[src/rtl/s_countdown_pkg.sv]
// Shared types and defaults for the seconds countdown timer.
// Holds the FSM state encoding and the default tick divider.
package s_countdown_pkg;

  typedef enum logic [1:0] {
    ST_IDLE  = 2'd0,
    ST_RUN   = 2'd1,
    ST_PAUSE = 2'd2,
    ST_DONE  = 2'd3
  } state_t;

  localparam int DEF_TICK_DIV = 100_000_000;
  localparam int DEF_W        = 4;

endpackage

[src/rtl/s_tick_gen.sv]
// Prescaler producing a 1-cycle tick every TICK_DIV enabled cycles.
// Ports: clk, res (sync high), clear, en in; tick out (combinational).
module s_tick_gen
  import s_countdown_pkg::*;
#(
  parameter int TICK_DIV = DEF_TICK_DIV
) (
  input  logic clk,
  input  logic res,
  input  logic clear,
  input  logic en,
  output logic tick
);

  localparam int CW = (TICK_DIV > 1) ? $clog2(TICK_DIV) : 1;
  localparam logic [CW-1:0] LAST = CW'(TICK_DIV - 1);

  logic [CW-1:0] cnt;

  // Tick lands in the last count slot so the consumer acts on the wrap edge.
  assign tick = en && (cnt == LAST);

  always_ff @(posedge clk) begin
    if (res || clear) begin
      cnt <= '0;
    end else if (en) begin
      cnt <= tick ? '0 : cnt + CW'(1);
    end
  end

endmodule

[src/rtl/s_countdown.sv]
// Loadable seconds countdown: FSM, down-counter and done pulse.
// Ports: clk, res, load, load_val, start, pause in; s_num, running, done out.
module s_countdown
  import s_countdown_pkg::*;
#(
  parameter int TICK_DIV = DEF_TICK_DIV,
  parameter int W        = DEF_W
) (
  input  logic         clk,
  input  logic         res,
  input  logic         load,
  input  logic [W-1:0] load_val,
  input  logic         start,
  input  logic         pause,
  output logic [W-1:0] s_num,
  output logic         running,
  output logic         done
);

  state_t state;
  logic   tick;
  logic   tick_en;
  logic   tick_clr;

  // Prescaler is parked at zero outside RUN/PAUSE so every fresh start
  // gets a full second; PAUSE keeps it so resume finishes the partial second.
  assign tick_en  = (state == ST_RUN);
  assign tick_clr = (state == ST_IDLE) || (state == ST_DONE) ||
                    ((state == ST_PAUSE) && load);

  s_tick_gen #(
    .TICK_DIV (TICK_DIV)
  ) u_tick (
    .clk   (clk),
    .res   (res),
    .clear (tick_clr),
    .en    (tick_en),
    .tick  (tick)
  );

  always_ff @(posedge clk) begin
    if (res) begin
      state   <= ST_IDLE;
      s_num   <= '0;
      running <= 1'b0;
      done    <= 1'b0;
    end else begin
      done <= 1'b0;
      unique case (state)
        ST_IDLE, ST_DONE: begin
          if (load) begin
            s_num <= load_val;
            state <= ST_IDLE;
          end else if (start) begin
            if (s_num != '0) begin
              state   <= ST_RUN;
              running <= 1'b1;
            end else begin
              state <= ST_DONE;
              done  <= 1'b1;
            end
          end
        end
        ST_RUN: begin
          // A tick on the final second beats a same-cycle pause.
          if (tick && (s_num == W'(1))) begin
            s_num   <= '0;
            state   <= ST_DONE;
            running <= 1'b0;
            done    <= 1'b1;
          end else begin
            if (tick) begin
              s_num <= s_num - W'(1);
            end
            if (pause) begin
              state   <= ST_PAUSE;
              running <= 1'b0;
            end
          end
        end
        ST_PAUSE: begin
          if (load) begin
            s_num <= load_val;
            state <= ST_IDLE;
          end else if (start) begin
            state   <= ST_RUN;
            running <= 1'b1;
          end
        end
        default: begin
          state   <= ST_IDLE;
          running <= 1'b0;
        end
      endcase
    end
  end

endmodule

[config.mk]
export PLATFORM = sky130hd
export DESIGN_NAME = s_countdown
export DESIGN_NICKNAME = d
export VERILOG_FILES = /design/src/rtl/s_countdown_pkg.sv /design/src/rtl/s_tick_gen.sv /design/src/rtl/s_countdown.sv
export SDC_FILE = /design/constraint.sdc
export NUM_CORES = 1
export LEC_CHECK = 0
export ABC_AREA = 1
export BUFFER_PORTS_ARGS = -buffer_cell sky130_fd_sc_hd__buf_2
export CORE_MARGIN = 2
export CORE_UTILIZATION = 56
export CTS_BUF_LIST = sky130_fd_sc_hd__clkbuf_8
export DETAILED_ROUTE_END_ITERATION = 10
export PLACE_DENSITY = 0.82
export SLEW_MARGIN = 10
export SYNTH_ARGS = -nofsm -noshare
export SYNTH_HDL_FRONTEND = slang
export SYNTH_SLANG_ARGS = --single-unit
[constraint.sdc]
create_clock -name clk -period 1.6 [get_ports clk]
set_input_delay 0.16 -clock clk [delete_from_list [all_inputs] [get_ports clk]]
set_output_delay 0.16 -clock clk [all_outputs]
set_load 0.05 [all_outputs]
* Word level (Yosys, flattened, before mapping)
Index checks and enable logic that the tools add are counted.
** Word-level totals
- Register bits :: 35
- Input port bits :: 9
- Output and inout port bits :: 6
- Word-level logic and storage cells :: 61
** Cells by class
- Add/subtract/negate cells :: 2
- Equality and inequality tests :: 15
- Multiplexer cells :: 26
- Reductions and logical operators :: 13
** Operators with widths (count)
- 27-bit by 1-bit adder with 27-bit output (second input constant) :: 1
- 27-bit == test (second input constant) :: 1
- 27-bit two-way mux :: 1
- 2-bit two-way mux :: 7
- 4-bit two-way mux :: 3
- 3-bit inequality test (second input constant) :: 4
- 1-bit two-way mux :: 11
- 2-bit inequality test (second input constant) :: 5
- 4-bit one-hot mux with 2 select lines :: 1
- 2-bit one-hot mux with 3 select lines :: 1
- 6-bit AND reduction :: 1
- 2-bit == test (second input constant) :: 2
- 4-bit by 1-bit == test with 1-bit output (second input constant) :: 1
- 4-bit nonzero test :: 1
- 4-bit by 1-bit subtractor with 4-bit output (second input constant) :: 1
- 1-bit logical AND :: 3
- 1-bit logical OR :: 3
- 1-bit one-hot mux with 3 select lines :: 1
- 3-bit AND reduction :: 1
- 3-bit OR reduction :: 1
- 2-bit by 1-bit == test with 1-bit output (second input constant) :: 1
- 2-bit zero test :: 1
- 2-bit by 1-bit inequality test with 1-bit output (second input constant) :: 1
- 1-bit one-hot mux with 2 select lines :: 1
- other kinds (2) :: 2

* Longest topological paths before layout
- Depth in word-level cells :: 5
- Depth in mapped cells :: 12
- Gate-level depth less buffers :: 11

* Hierarchy
A second synthesis with hierarchy kept.
** Unflattened totals
- Cell total of the unflattened synthesis :: 335
- Area, all modules :: 2117.0 um^2
** Modules (own cells, without submodules)
- s_tick_gen :: times used 1, cells each 248, area an instance 1530.2 um^2, sequential area each 540.5 um^2
- s_countdown :: times used 1, cells each 87, area an instance 586.8 um^2, sequential area each 160.2 um^2

* Least setup slack after synthesis
OpenSTA, ideal clock, no wires.
- Path kind :: register to register
- Start :: reg s_num[0]
- End :: reg state[0]
- Setup time :: 0.113 ns
- Arrival :: 1.617 ns
- Data required time :: 1.487 ns
- Slack :: -0.130 ns
- Stages on the path, launching flop included :: 8
- Path buffers :: 0
- Period minus slack after synthesis :: 1.730 ns
- Path through :: dfxtp_1 > ha_1 > nor3b_1 > nand4_4 > nand2_4 > nand2_2 > nor2_1 > nor2_1
** Between the ends
- Longest elaborated chain between the ends :: 4
- Elaborated cells on any way between the ends :: 6
- Those cells by class :: eq/ne: 2; mux: 2; reduce/logical: 2
** RTL lines
- start, declared :: line s_countdown.sv:15 : output logic [W-1:0] s_num,
- start signal, assigned :: line s_countdown.sv:52 : s_num <= load_val;
- start signal, assigned :: line s_countdown.sv:73 : s_num <= s_num - W'(1);
- start signal, assigned :: line s_countdown.sv:83 : s_num <= load_val;
- 4-bit by 1-bit == test with 1-bit output (*) :: line s_countdown.sv:66 : if (tick && (s_num == W'(1))) begin
- 1-bit logical AND (*) :: line s_countdown.sv:66
- 3-bit inequality test (no source line) or 2-bit two-way mux (tied branches)
- 3-bit AND reduction (no source line) or 2-bit one-hot mux with 3 select lines (tied branches)
- end signal, assigned :: line s_countdown.sv:68 : state <= ST_DONE;
- end signal, assigned :: line s_countdown.sv:76 : state <= ST_PAUSE;
- end signal, assigned :: line s_countdown.sv:84 : state <= ST_IDLE;
- end, declared :: line s_countdown.sv:20 : state_t state;
Mark *: on every way between the ends. The rest lies on a longest branch, timed or not.
A chain may end at the register's enable or synchronous reset.

* Worst setup path in the final report
- Start :: reg u_tick.cnt[1]
- End :: reg state[0]
** Between the ends
- Longest elaborated chain between the ends :: 5
- Elaborated cells on any way between the ends :: 7
- Those cells by class :: eq/ne: 2; mux: 2; reduce/logical: 3
** RTL lines
- start, declared :: line s_tick_gen.sv:18 : logic [CW-1:0] cnt;
- start signal, assigned :: line s_tick_gen.sv:27 : cnt <= tick ? '0 : cnt + CW'(1);
- 27-bit == test (*) :: line s_tick_gen.sv:21 : assign tick = en && (cnt == LAST);
- 1-bit logical AND (*) :: line s_tick_gen.sv:21
- 1-bit logical AND (*) :: line s_countdown.sv:66
- 3-bit inequality test (no source line) or 2-bit two-way mux (tied branches)
- 3-bit AND reduction (no source line) or 2-bit one-hot mux with 3 select lines (tied branches)
Marked as above.

==> results.cfg <==
[clocking]
insertion_delay_ns = 0.29
cts_sinks = 35
htree_levels = 2
postCtsHoldBufs = 0
cts_buffers = 5
cts_buffer_depth = 2
cts_root_buffer = clkbuf_8
cts_tree = yes
cts.clk_slew.worst_paths_ns = 0.07

[routing]
viasPerCell = 5.49
wl_mm = 5.25
ant_nets = 0
vias = 2038
drtPass1Iterations = 4
drc = 0
post_drt_wl_per_cell_um = 14.1
first_iter_violations = 184

[setup_path]
startpoint_type = flip-flop
worst-path-max-fanout = 6
arrival_ns = 1.88
cp_num_buf_inv = 0
end_kind = flip-flop
reg2reg_depth = 9
crit_family = simple AND/OR/NAND/NOR gates
cp_cell_sequence = ha_4 > nand2_2 > nor2_2 > nand2_2 > nor2_4 > nand4_4 > o21ai_0 > nor2_2 > nor2_1
critPathRequiredTime_ns = 1.82
reg2reg_to = state[0]
max_stage_delay_ns = 0.36
rr_startpoint = u_tick.cnt[1]
path_depth = 9
cp_slowest_cell = dfxtp_2
regToRegSetupSlack_ns = -0.06
worstSetupPathType = flip-flop to flip-flop

[synthesis]
synthMuxAreaShare_pct = 0
ys_ff_latch = 35
synth_compound_area_share_pct = 11.6
synth_edf_count = 0
synth_area_leaders = dfxtp_1, nand2_1, inv_1
synth_ff_type = dfxtp_1
yosys.area.top_type = dfxtp_1
synth_top_family_by_area = simple AND/OR/NAND/NOR gates
yosysWarnings = 0
yosysUniqueCellTypes = 31
ys_seq_area_share_pct = 35.0
synth_xor_area_share_pct = 4.38
synth_cells = 282
postSynthAreaPerCell_um2 = 7.09
syn_nets = 297
syn_area_um2 = 2000
synthSimpleGateAreaFrac_pct = 36.5
synth_top_area_share_pct = 35.0
async_flop_share_pct = 0
synth_fa_ha_area_share_pct = 3.75

[global_route]
antenna_found_initial = 0
grt_max_degree = 11
grt_pass1_vias = 1885
grt_use_total_pct = 25.1
grt_pass1_wl_mm = 8.07
grt-ovfl-total = 0

[layout]
synthToLayoutAreaGrowth_pct = 26.0
drive_gt1_share_pct = 31.1
regArea_um2 = 712
nets = 339
layout_commonest_cell = nand2_1
num_antenna_cells = 0
layout_common_cells = nand2_1, inv_1, nor2_1, dfxtp_1, buf_4
final_util_pct = 74.4
fin_area_um2 = 2520
nFillCells = 248
multi_input_area_um2 = 1260

[timing]
max_slew_margin_pct = 74.7
whs_ns = 0.0757
post-route-min-period_ns = 1.66
max_freq_mhz = 601
rsz0062_at_grt = yes
clock_skew_ns = 0.00456
hold_viol = 0
slew_violations = 0
setup_viol = 9
finalCritPeriodShare_pct = 104
layout_setup_ws_ns = -0.0641
tightestPinTransition_ns = 0.376

[hold_path]
worstHoldPathType = primary input to flip-flop
min_to = state[1]
min_from = res
whs_path_depth = 2

[placed_design]
place.gp.congestion = 0.940
hpwlAfterDp_mm = 3.38
placedInstanceArea_um2 = 2250
portBuffers = 14

[pwr]
p_leak_uw = 0.000953
peakVddDrop_uv = 681
p_per_area_nw_per_um2 = 934

[floorplan]
die_width_um = 63.8
start_util_pct = 59.0
die_h_um = 63.8
die-area_um2 = 4070
ioPinCount = 15
core_um2 = 3390
num_rows = 21

[job]
cap_viol_max_count = 0

[outcome]
violations = negative setup slack
status = finished, violations left
-- cells by family after synthesis --
logic type / count (synthesis)
simple gates: 146
buf+inv: 43
compound gates: 42
flops: 35
xor+xnor: 10
fa+ha+maj: 6
-- per-layer routing --
| layer | vias to the layer above | part of all wire [%] | track usage [%] |
|---|---|---|---|
| met4 | 0 | 2.8 | 10.1 |
| met2 | 65 | 49 | 42.2 |
| met1 | 956 | 42 | 31.5 |
| li1 | 1001 | - | - |
| met5 | - | 0 | 0 |
| met3 | 16 | 6.0 | 5.11 |
-- Yosys cell counts (5+ instances only) --
cell and n:
nand2_1 51, inv_1 39, dfxtp_1 35, nor2_1 35
a21oi_1 22, nand3_1 16, nor3_1 11, o21ai_0 11
xor2_1 9, nor2_2 8, nand2_2 7, ha_1 6
nand4_1 5
-- cell type report --
cell class / instances / area share (%)
tap: 46 / 2.28
clock buffer: 5 / 2.73
inverter: 41 / 6.30
sequential: 35 / 28.2
timing repair buffer: 37 / 9.78
clock inverter: 3 / 0.496
multi-input combinational: 204 / 50.2
-- metrics by stage --
step	setup WS, ns	cells	power, uW	setup TNS, ns
global route	-0.161	371	2470	-2.07
global placement	-0.00635	358	1640	-0.00992
detailed placement	-0.0426	358	1650	-0.0785
finish	-0.0641	371	2350	-0.288
floorplan	0.00931	282	1460	0
CTS	0.00158	367	2270	0
-- worst max path at each step --
stage                     end          start
3_3_place_gp   u_tick.cnt[26]       state[1]
2_1_floorplan  u_tick.cnt[21]       state[0]
4_1_cts        u_tick.cnt[20]  u_tick.cnt[1]
3_5_place_dp   u_tick.cnt[20]       state[1]
6_report             state[0]  u_tick.cnt[1]
5_1_grt              state[0]  u_tick.cnt[0]
-- timing repair --
| action | in CTS | in global routing |
|---|---|---|
| setup endpoints to repair | 11 | 29 |
| gates resized for setup | 10 | 35 |
| cloned | 1 | 0 |
| setup buffers | 0 | 4 |
| pin swaps | 3 | 14 |
-- sequential cells by signal, summed over array words and instances (netlist names) --
signal	cells
done	1
s_num	4
running	1
u_tick.cnt	27
state	2
-- power breakdown --
part	switching, uW	internal (uW)
Sequential	45.4	923
Combinational	500	270
Clock	323	293
Total	868	1490
-- worst register-to-register path, cell delays in order (launching register included) --
cell	delay (ns)
dfxtp_2	0.36
ha_4	0.14
nand2_2	0.06
nor2_2	0.14
nand2_2	0.13
nor2_4	0.20
nand4_4	0.17
o21ai_0	0.24
nor2_2	0.04
nor2_1	0.11
(Power assumes the default switching activity.)
